<file path="src/rtl/conv_pkg.sv">
// Shared types and default widths for the convolution sequencer.
// The optional stride feature is enabled with the CONV_STRIDE_EN macro.
package conv_pkg;

    localparam int ADDR_W_DEF = 10;
    localparam int KLEN_W_DEF = 6;
    localparam int BEAT_DEF   = 4;
    localparam int STRIDE_W   = 4;

    typedef enum logic [2:0] {
        IDLE    = 3'd0,
        CFG     = 3'd1,
        LOAD_IN = 3'd2,
        LOAD_KR = 3'd3,
        CONV    = 3'd4,
        WR_OUT  = 3'd5,
        RD_OUT  = 3'd6
    } state_t;

endpackage

</file>
<file path="src/rtl/conv_addr_gen.sv">
// Load, tap, output and read-back counters plus memory address generation.
// Stride (CONV_STRIDE_EN) enters only as the per-output base increment.
module conv_addr_gen
    import conv_pkg::*;
#(
    parameter int ADDR_W = ADDR_W_DEF,
    parameter int KLEN_W = KLEN_W_DEF,
    parameter int BEAT   = BEAT_DEF
) (
    input  logic                clk_i,
    input  logic                rst_ni,
    input  state_t              state_i,
    input  logic                abort_i,
    input  logic                ld_valid_i,
    input  logic                rd_ready_i,
    input  logic [ADDR_W-1:0]   n_i,
    input  logic [KLEN_W-1:0]   k_i,
    input  logic [ADDR_W-1:0]   m_i,
    input  logic [STRIDE_W-1:0] stride_i,
    output logic [ADDR_W-1:0]   in_addr_o,
    output logic [KLEN_W-1:0]   kr_addr_o,
    output logic [ADDR_W-1:0]   out_addr_o,
    output logic                ld_last_o,
    output logic                tap_last_o,
    output logic                out_last_o,
    output logic                rd_last_o
);

    logic [ADDR_W-1:0] ld_addr_q, ld_addr_d;
    logic [ADDR_W-1:0] o_q, o_d;
    logic [ADDR_W-1:0] base_q, base_d;
    logic [ADDR_W-1:0] rd_q, rd_d;
    logic [KLEN_W-1:0] k_q, k_d;
    logic [ADDR_W-1:0] ld_limit;
    logic [ADDR_W:0]   ld_next;

    // One extra bit so the final beat's address step cannot wrap past the limit.
    assign ld_limit   = (state_i == LOAD_KR) ? ADDR_W'(k_i) : n_i;
    assign ld_next    = {1'b0, ld_addr_q} + (ADDR_W+1)'(BEAT);
    assign ld_last_o  = (ld_next >= {1'b0, ld_limit});
    assign tap_last_o = (k_q == k_i - KLEN_W'(1));
    assign out_last_o = (o_q == m_i - ADDR_W'(1));
    assign rd_last_o  = (rd_q == m_i - ADDR_W'(1));

    always_comb begin
        ld_addr_d = ld_addr_q;
        k_d       = k_q;
        o_d       = o_q;
        base_d    = base_q;
        rd_d      = rd_q;
        if (abort_i) begin
            ld_addr_d = '0;
            k_d       = '0;
            o_d       = '0;
            base_d    = '0;
            rd_d      = '0;
        end else begin
            case (state_i)
                LOAD_IN, LOAD_KR: begin
                    if (ld_valid_i) ld_addr_d = ld_last_o ? '0 : ld_next[ADDR_W-1:0];
                end
                CONV: k_d = tap_last_o ? '0 : k_q + KLEN_W'(1);
                WR_OUT: begin
                    if (out_last_o) begin
                        o_d    = '0;
                        base_d = '0;
                        rd_d   = '0;
                    end else begin
                        o_d    = o_q + ADDR_W'(1);
                        base_d = base_q + ADDR_W'(stride_i);
                    end
                end
                RD_OUT: begin
                    if (rd_ready_i) rd_d = rd_last_o ? '0 : rd_q + ADDR_W'(1);
                end
                default: begin
                    ld_addr_d = '0;
                    k_d       = '0;
                    o_d       = '0;
                    base_d    = '0;
                    rd_d      = '0;
                end
            endcase
        end
    end

    always_ff @(posedge clk_i or negedge rst_ni) begin
        if (!rst_ni) begin
            ld_addr_q <= '0;
            k_q       <= '0;
            o_q       <= '0;
            base_q    <= '0;
            rd_q      <= '0;
        end else begin
            ld_addr_q <= ld_addr_d;
            k_q       <= k_d;
            o_q       <= o_d;
            base_q    <= base_d;
            rd_q      <= rd_d;
        end
    end

    always_comb begin
        in_addr_o  = '0;
        kr_addr_o  = '0;
        out_addr_o = '0;
        case (state_i)
            LOAD_IN: in_addr_o = ld_addr_q;
            LOAD_KR: kr_addr_o = ld_addr_q[KLEN_W-1:0];
            CONV: begin
                in_addr_o = base_q + ADDR_W'(k_q);
                kr_addr_o = k_q;
            end
            WR_OUT:  out_addr_o = o_q;
            RD_OUT:  out_addr_o = rd_q;
            default: ;
        endcase
    end

endmodule

</file>
<file path="src/rtl/conv_seq_ctrl.sv">
// Convolution run sequencer: config, beat loads, per-output MAC passes, readback.
// Define CONV_STRIDE_EN to add the cfg_stride input and an iterative M divide in CFG.
module conv_seq_ctrl
    import conv_pkg::*;
#(
    parameter int ADDR_W = ADDR_W_DEF,
    parameter int KLEN_W = KLEN_W_DEF,
    parameter int BEAT   = BEAT_DEF
) (
    input  logic              clk,
    input  logic              rst,
    input  logic              start,
    input  logic              abort,
    input  logic              cfg_valid,
    input  logic [ADDR_W-1:0] cfg_in_len,
    input  logic [KLEN_W-1:0] cfg_kr_len,
`ifdef CONV_STRIDE_EN
    input  logic [3:0]        cfg_stride,
`endif
    input  logic              ld_valid,
    output logic              ld_ready,
    input  logic              rd_ready,
    output logic              rd_valid,
    output logic              in_en,
    output logic              in_we,
    output logic [ADDR_W-1:0] in_addr,
    output logic              kr_en,
    output logic              kr_we,
    output logic [KLEN_W-1:0] kr_addr,
    output logic              out_en,
    output logic              out_we,
    output logic [ADDR_W-1:0] out_addr,
    output logic              mac_en,
    output logic              acc_clr,
    output logic              busy,
    output logic              done,
    output logic              cfg_err,
    output logic [2:0]        dbg_state
);

    // Handshakes: a load beat moves on a cycle with ld_valid && ld_ready, an output word
    // on rd_valid && rd_ready; ld_ready/rd_valid depend on state only, never on the partner.
    state_t              state_q, state_d;
    logic [ADDR_W-1:0]   n_q, n_d, m_q, m_d;
    logic [KLEN_W-1:0]   k_q, k_d;
    logic                done_q, done_d, cfg_err_q, cfg_err_d;
    logic                cfg_bad;
    logic [STRIDE_W-1:0] stride_s;
    logic                ld_last, tap_last, out_last, rd_last;

`ifdef CONV_STRIDE_EN
    localparam int CNT_W = $clog2(ADDR_W + 1);
    logic [STRIDE_W-1:0] stride_q, stride_d;
    logic [CNT_W-1:0]    div_cnt_q, div_cnt_d;
    logic [STRIDE_W:0]   div_rem_q, div_rem_d, div_try;
    logic [ADDR_W-1:0]   div_quo_q, div_quo_d;
    logic                div_bit;

    assign stride_s = stride_q;
    assign cfg_bad  = (cfg_in_len == '0) || (cfg_kr_len == '0) || (cfg_stride == '0) ||
                      (ADDR_W'(cfg_kr_len) > cfg_in_len);
    // Restoring divide of (N-K) by S, one quotient bit per cycle, MSB first.
    assign div_try  = {div_rem_q[STRIDE_W-1:0], div_quo_q[ADDR_W-1]};
    assign div_bit  = (div_try >= {1'b0, stride_q});
`else
    assign stride_s = STRIDE_W'(1);
    assign cfg_bad  = (cfg_in_len == '0) || (cfg_kr_len == '0) ||
                      (ADDR_W'(cfg_kr_len) > cfg_in_len);
`endif

    always_comb begin
        state_d   = state_q;
        n_d       = n_q;
        k_d       = k_q;
        m_d       = m_q;
        done_d    = 1'b0;
        cfg_err_d = 1'b0;
`ifdef CONV_STRIDE_EN
        stride_d  = stride_q;
        div_cnt_d = div_cnt_q;
        div_rem_d = div_rem_q;
        div_quo_d = div_quo_q;
`endif
        case (state_q)
            IDLE: if (start) state_d = CFG;
            CFG: begin
`ifdef CONV_STRIDE_EN
                if (div_cnt_q != '0) begin
                    div_rem_d = div_bit ? div_try - {1'b0, stride_q} : div_try;
                    div_quo_d = {div_quo_q[ADDR_W-2:0], div_bit};
                    div_cnt_d = div_cnt_q - CNT_W'(1);
                    if (div_cnt_q == CNT_W'(1)) begin
                        m_d     = {div_quo_q[ADDR_W-2:0], div_bit} + ADDR_W'(1);
                        state_d = LOAD_IN;
                    end
                end else if (cfg_valid) begin
                    n_d      = cfg_in_len;
                    k_d      = cfg_kr_len;
                    stride_d = cfg_stride;
                    if (cfg_bad) begin
                        cfg_err_d = 1'b1;
                        state_d   = IDLE;
                    end else begin
                        div_quo_d = cfg_in_len - ADDR_W'(cfg_kr_len);
                        div_rem_d = '0;
                        div_cnt_d = CNT_W'(ADDR_W);
                    end
                end
`else
                if (cfg_valid) begin
                    n_d = cfg_in_len;
                    k_d = cfg_kr_len;
                    m_d = cfg_in_len - ADDR_W'(cfg_kr_len) + ADDR_W'(1);
                    if (cfg_bad) begin
                        cfg_err_d = 1'b1;
                        state_d   = IDLE;
                    end else begin
                        state_d = LOAD_IN;
                    end
                end
`endif
            end
            LOAD_IN: if (ld_valid && ld_last) state_d = LOAD_KR;
            LOAD_KR: if (ld_valid && ld_last) state_d = CONV;
            CONV:    if (tap_last) state_d = WR_OUT;
            WR_OUT:  state_d = out_last ? RD_OUT : CONV;
            RD_OUT: begin
                if (rd_ready && rd_last) begin
                    done_d  = 1'b1;
                    state_d = IDLE;
                end
            end
            default: state_d = IDLE;
        endcase
        if (abort && (state_q != IDLE)) begin
            state_d   = IDLE;
            done_d    = 1'b0;
            cfg_err_d = 1'b0;
`ifdef CONV_STRIDE_EN
            div_cnt_d = '0;
`endif
        end
    end

    always_ff @(posedge clk or negedge rst) begin
        if (!rst) begin
            state_q   <= IDLE;
            n_q       <= '0;
            k_q       <= '0;
            m_q       <= '0;
            done_q    <= 1'b0;
            cfg_err_q <= 1'b0;
`ifdef CONV_STRIDE_EN
            stride_q  <= '0;
            div_cnt_q <= '0;
            div_rem_q <= '0;
            div_quo_q <= '0;
`endif
        end else begin
            state_q   <= state_d;
            n_q       <= n_d;
            k_q       <= k_d;
            m_q       <= m_d;
            done_q    <= done_d;
            cfg_err_q <= cfg_err_d;
`ifdef CONV_STRIDE_EN
            stride_q  <= stride_d;
            div_cnt_q <= div_cnt_d;
            div_rem_q <= div_rem_d;
            div_quo_q <= div_quo_d;
`endif
        end
    end

    conv_addr_gen #(
        .ADDR_W (ADDR_W),
        .KLEN_W (KLEN_W),
        .BEAT   (BEAT)
    ) u_addr_gen (
        .clk_i      (clk),
        .rst_ni     (rst),
        .state_i    (state_q),
        .abort_i    (abort),
        .ld_valid_i (ld_valid),
        .rd_ready_i (rd_ready),
        .n_i        (n_q),
        .k_i        (k_q),
        .m_i        (m_q),
        .stride_i   (stride_s),
        .in_addr_o  (in_addr),
        .kr_addr_o  (kr_addr),
        .out_addr_o (out_addr),
        .ld_last_o  (ld_last),
        .tap_last_o (tap_last),
        .out_last_o (out_last),
        .rd_last_o  (rd_last)
    );

    always_comb begin
        ld_ready = 1'b0;
        rd_valid = 1'b0;
        in_en    = 1'b0;
        in_we    = 1'b0;
        kr_en    = 1'b0;
        kr_we    = 1'b0;
        out_en   = 1'b0;
        out_we   = 1'b0;
        mac_en   = 1'b0;
        acc_clr  = 1'b0;
        case (state_q)
            LOAD_IN: begin
                ld_ready = 1'b1;
                in_en    = 1'b1;
                in_we    = ld_valid;
            end
            LOAD_KR: begin
                ld_ready = 1'b1;
                kr_en    = 1'b1;
                kr_we    = ld_valid;
            end
            CONV: begin
                in_en  = 1'b1;
                kr_en  = 1'b1;
                mac_en = 1'b1;
            end
            WR_OUT: begin
                out_en  = 1'b1;
                out_we  = 1'b1;
                acc_clr = 1'b1;
            end
            RD_OUT: begin
                out_en   = 1'b1;
                rd_valid = 1'b1;
            end
            default: ;
        endcase
    end

    assign busy      = (state_q != IDLE);
    assign done      = done_q;
    assign cfg_err   = cfg_err_q;
    assign dbg_state = state_q;

endmodule
</file>
<file path="config.mk">
export PLATFORM = sky130hd
export DESIGN_NAME = conv_seq_ctrl
export DESIGN_NICKNAME = d
export VERILOG_FILES = /design/src/rtl/conv_pkg.sv /design/src/rtl/conv_addr_gen.sv /design/src/rtl/conv_seq_ctrl.sv
export SDC_FILE = /design/constraint.sdc
export NUM_CORES = 1
export LEC_CHECK = 0
export ABC_AREA = 1
export BUFFER_PORTS_ARGS = -buffer_cell sky130_fd_sc_hd__buf_2
export CAP_MARGIN = 20
export CORE_MARGIN = 1
export CORE_UTILIZATION = 55
export DETAILED_ROUTE_END_ITERATION = 8
export PLACE_DENSITY = 0.76
export SLEW_MARGIN = 0
export SYNTH_ARGS = -nofsm -noshare
export SYNTH_HDL_FRONTEND = slang
export SYNTH_SLANG_ARGS = --single-unit
</file>
<file path="constraint.sdc">
create_clock -name clk -period 5.45 [get_ports clk]
set_clock_uncertainty 0.2 [all_clocks]
set_input_delay 0.2725 -clock clk [delete_from_list [all_inputs] [get_ports clk]]
set_output_delay 0.2725 -clock clk [all_outputs]
set_load 0.1 [all_outputs]
</file>
# Yosys cells after proc, flatten, opt, wreduce, memory -nomap -nowiden
# Index checks and enable logic that the tools add are counted.
dict set report word_totals {
  register_bits 77
  latchBits 0
  mem_bits_rw 0
  mem_bits_ro 0
  output_inout_bits 42
  elab_cells 114
  mem_count 0
}
dict set report op_classes {
  n_addsub 10
  n_mul 0
  div_mod_pow 0
  n_lt_le_gt_ge 2
  n_eq_ne 22
  shifts 0
  n_mux 48
  bitwise_logic 0
  reduce_logical 21
}
# cell count
set op_table {}
lappend op_table {{10-bit 2-to-1 mux} 12}
lappend op_table {{10-bit case mux with 2 select lines} 5}
lappend op_table {{10-bit by 1-bit adder with 10-bit output, second input constant} 4}
lappend op_table {{10-bit case mux with 3 select lines} 1}
lappend op_table {{6-bit case mux with 2 select lines} 2}
lappend op_table {{3-bit 2-to-1 mux} 7}
lappend op_table {{3-bit inequality test, second input constant} 7}
lappend op_table {{3-bit case mux with 7 select lines} 1}
lappend op_table {{10-bit == test} 2}
lappend op_table {{1-bit 2-to-1 mux} 16}
lappend op_table {{6-bit 2-to-1 mux} 2}
lappend op_table {{10-bit by 3-bit adder with 11-bit output, second input constant} 1}
lappend op_table {{11-bit by 10-bit >= comparator with 1-bit output} 1}
lappend op_table {{10-bit by 6-bit adder with 10-bit output} 1}
lappend op_table {{6-bit by 10-bit greater-than comparator with 1-bit output} 1}
lappend op_table {{10-bit logical NOT} 1}
lappend op_table {{10-bit by 1-bit subtractor with 10-bit output, second input constant} 1}
lappend op_table {{10-bit by 6-bit subtractor with 10-bit output} 1}
lappend op_table {{3-bit == test, second input constant} 3}
lappend op_table {{2-bit by 1-bit inequality test with 1-bit output, second input constant} 4}
lappend op_table {{2-bit OR reduction} 4}
lappend op_table {{4-bit OR reduction} 2}
lappend op_table {{6-bit by 1-bit adder with 6-bit output, second input constant} 1}
lappend op_table {{3-bit by 2-bit == test with 1-bit output, second input constant} 2}
lappend op_table {{15 further kinds} 21}

# Logic depth before layout (Yosys ltp)
dict set report depth {
  ltp_word 7
  depth_mapped 20
  depth_no_buf 20
}

# Hierarchy
# Synthesis repeated with hierarchy kept, for this count alone.
dict set report unflattened {
  cells_unflattened 894
  hier_area_um2 6252.2
}
# mod n_inst cells_each area_each_um2
set modules_own_cells {}
lappend modules_own_cells {conv_addr_gen 1 603 4080.2}
lappend modules_own_cells {conv_seq_ctrl 1 291 2172.1}

# Worst setup path before layout
# No wires, ideal clock.
dict set report synth_path {
  path_type {register to output}
  from {reg state_q[2] (netlist: dbg_state[2])}
  to {out in_addr[4]}
  arrival_time_ps 4735
  path_slack_ps 242
  path_stages_with_launch 6
  n_path_buf 1
  path_cell_list {dfrtp_1 > inv_1 > nor2_1 > inv_1 > clkbuf_1 > o22ai_1}
}
dict set report synth_between {
  elab_chain_len 2
  elab_cells_between_ends 3
}
# item line
set synth_rtl {}
lappend synth_rtl {{start: declaration} conv_seq_ctrl.sv:43} ;# state_t state_q, state_d;
lappend synth_rtl {{start signal: assignment} conv_seq_ctrl.sv:160} ;# state_q <= state_d;
lappend synth_rtl {{3-bit == test / 3-bit by 2-bit == test with 1-bit output (equally long branches)} conv_addr_gen.sv:107} ;# case (state_i)
lappend synth_rtl {{10-bit case mux with 2 select lines *} conv_addr_gen.sv:107}
lappend synth_rtl {{end: declaration} conv_seq_ctrl.sv:26} ;# output logic [ADDR_W-1:0] in_addr,
# Every way passes the cells marked *; elsewhere a longest branch is shown, timed or not.

# Worst setup path in the final report
dict set report layout_path {
  from {reg u_addr_gen.k_q[1]}
  to {out in_addr[8]}
}
dict set report layout_between {
  elab_chain_len 2
}
# item line
set layout_rtl {}
lappend layout_rtl {{start: declaration} conv_addr_gen.sv:33} ;# logic [KLEN_W-1:0] k_q, k_d;
lappend layout_rtl {{start signal: assignment} conv_addr_gen.sv:96} ;# k_q <= k_d;
lappend layout_rtl {{10-bit by 6-bit adder with 10-bit output} conv_addr_gen.sv:111} ;# in_addr_o = base_q + ADDR_W'(k_q);
lappend layout_rtl {{10-bit case mux with 2 select lines} conv_addr_gen.sv:107}
# Every way passes these cells.

==> metrics.yaml <==
run_status:
  outcome: "finished clean"
drt:
  wl_um: 14800
  drt_pass1_iterations: 5
  drc: 0
  routedWlPerCell_um: 14.7
  first_iter_violations: 366
  ant_nets: 0
  routed_via_density: 5.52
  vias: 5580
sta:
  finalHoldViolations: 0
  maxSlewViolCount: 0
  tightestPinTransition_ns: 0.955
  fmax_mhz: 294
  rsz0062_at_grt: "no"
  tns_ns: 0
  post-route-period-util_pct: 62.5
  max-slew-margin-rel_pct: 36.3
  setup_viol: 0
  hold_ws_ns: 0.0102
  final.min_clock_period_ns: 3.41
  final.setup.worst_slack_ns: 2.04
yosys:
  yosysSeqAreaShare_pct: 32.5
  synth_top_cell_area_share_pct: 32.5
  ys_ff_latch: 75
  synth_area_mm2: 0.00578
  synth-edff-count: 0
  ys_warn_count: 0
  ys.flop_type: "dfrtp_1"
  synth_cell_types: 43
  syn_area_per_cell_um2: 7.17
  syn_inst: 805
  synth-async-reset-ratio_pct: 100
  synth_top_cell_by_area: "dfrtp_1"
  syn_nets: 873
  yosys-top-cells-area: "dfrtp_1, nand2_1, ha_1, inv_1, nor2_1"
power_and_ir_drop:
  power_density_mw_per_mm2: 416
  power_leakage_nw: 3.21
  irDropWorstVdd_mv: 0.348
clocking:
  clk_latency_ns: 0.36
  cts_made_buffers: 9
  htreeDepth: 3
  cts_tree: "yes"
  cts_setup_buffers: 0
  path_clk_slew_ns: 0.08
  cts_num_sinks: 75
  cts-root-buf: "clkbuf_8"
  clk_path_buf_depth: 2
cells_and_area:
  fin_nets: 939
  final_cell_area_mm2: 0.00643
  synthToLayoutAreaGrowth_pct: 11.4
  drive_above_1_share_pct: 15.0
  n_antenna_cell: 0
  fillers: 949
hold_path:
  hold_path_class: "in2reg"
floorplan:
  ioPinCount: 65
  fp-row-count: 37
  die_w_um: 104
  start_util_pct: 56.5
  design.die.area_mm2: 0.0109
  coreArea_mm2: 0.0102
  fp.dieH_um: 104
global_routing:
  gr-total-overflow: 0
  grt_pass1_vias: 5405
  grtUsageTotal_pct: 28.7
  grt_pass1_wl_um: 25100
  grt_start_max_net_pins: 76
  grt_antenna_before_repair: 0
place:
  placed_area_mm2: 0.00620
  numPortBuffers: 64
  dp_slack_ns: 2.20
  routabilityCongestion: 0.940
  hpwl_um: 11700
critical_path:
  required_ns: 4.98
  start_kind: "flop"
  arrival_ns: 2.93
  crit_fanout: 5
  cp-end-kind: "output port"
  path_class: "reg2out"
flow_run:
  drv_cap: 0
[power breakdown]
group          internal, W  switching [W]
combinational     0.000384        0.00102
clock             0.000266       0.000216
sequential        0.000670       0.000113
[state kept, by name (all words and copies together), names as in the netlist]
signal,flops
dbg_state,3
u_addr_gen.k_q,6
u_addr_gen.base_q,10
n_q,10
u_addr_gen.o_q,10
m_q,10
u_addr_gen.ld_addr_q,8
u_addr_gen.rd_q,10
cfg_err,1
done,1
k_q,6
[kinds of logic (layout without fill, tap and decap cells)]
family | Yosys count | after routing | share of synthesized area (%)
AND/OR/NAND/NOR | 385 | 385 | 29.7
buffers and inverters | 136 | 206 | 9.55
AO/OA/AOI/OAI | 127 | 127 | 12.6
flip-flops | 75 | 75 | 32.5
adder cells (fa/ha/maj) | 45 | 45 | 10.0
XOR/XNOR | 36 | 36 | 5.46
multiplexers | 1 | 1 | 0.173
[cells in the mapped netlist, types with 9 or more instances]
cell type	number
nand2_1	175
inv_1	113
nor2_1	99
dfrtp_1	75
nand3_1	56
o21ai_0	53
ha_1	43
xor2_1	30
a21oi_1	28
o22ai_1	26
nand2_2	12
nand4_1	9
o21ai_2	9
[routing by layer]
| layer | wire length, um | track usage [%] |
|---|---|---|
| met2 | 7350 | 50.9 |
| met3 | 768 | 3.88 |
| met1 | 6380 | 35.4 |
| met5 | 0 | 0 |
| met4 | 326 | 10.2 |
[area by class of cell]
class | instances | area [um^2] | share of cell area (%)
repair buffers | 67 | 350 | 5.45
clock buffers | 10 | 138 | 2.14
inverters | 124 | 472 | 7.33
well taps | 136 | 170 | 2.65
flip-flops and latches | 75 | 1880 | 29.2
clock inverters | 5 | 77.6 | 1.21
multi-input cells | 594 | 3350 | 52.0
[layout by cell type, fill, tap and decap left out, drive strengths merged]
cell	n
nand4	9
o21bai	2
clkinv	5
nor4	4
a21oi	28
nand3b	3
inv	121
o211ai	1
bufinv	2
clkinvlp	1
a211oi	1
a22oi	1
xor2	30
dlygate4sd3	2
clkbuf	10
a31oi	3
nor3	9
nor3b	2
dfrtp	75
nor2	111
fa	2
ha	43
xnor2	6
mux2i	1
buf	65
o22ai	26
o21ai	65
nand3	57
nand2	190
[per-stage QoR]
stage,std cells,util [%],total power [W]
2_1_floorplan,805,-,0.00191
3_3_place_gp,994,60.6,0.00216
3_5_place_dp,994,60.6,0.00219
4_1_cts,1011,62.9,0.00267
6_report,1011,62.9,0.00267
5_1_grt,1011,62.9,0.00286
[repair_timing]
item | 4_1_cts | 5_1_grt
hold buffers | 2 | 0
endpoints found under the hold margin | 76 | 0
resized for setup | 0 | 0
[critical path: stages, from the launching register on]
cell	delay, ns
dfrtp_1	0.45
inv_1	0.14
fa_1	0.48
o211ai_1	0.27
a21oi_1	0.10
o21ai_0	0.22
nand2_1	0.13
o21ai_0	0.16
nand2_1	0.07
o22ai_1	0.12
buf_2	0.45
[final timing paths]
kind                       cells past startpoint              start  slack [ns]                 endpoint
max                                           10  u_addr_gen.k_q[1]        2.04               in_addr[8]
min                                            3      cfg_kr_len[0]        0.01                   k_q[0]
max reg2reg                                   16       dbg_state[1]        2.18  u_addr_gen.ld_addr_q[8]
min reg2reg                                    2             n_q[6]        0.30                   n_q[6]
max in group asynchronous                      2                rst        4.03        u_addr_gen.o_q[8]
min in group asynchronous                      2                rst        0.38  u_addr_gen.ld_addr_q[8]
Power figures use the tool's default switching activity.
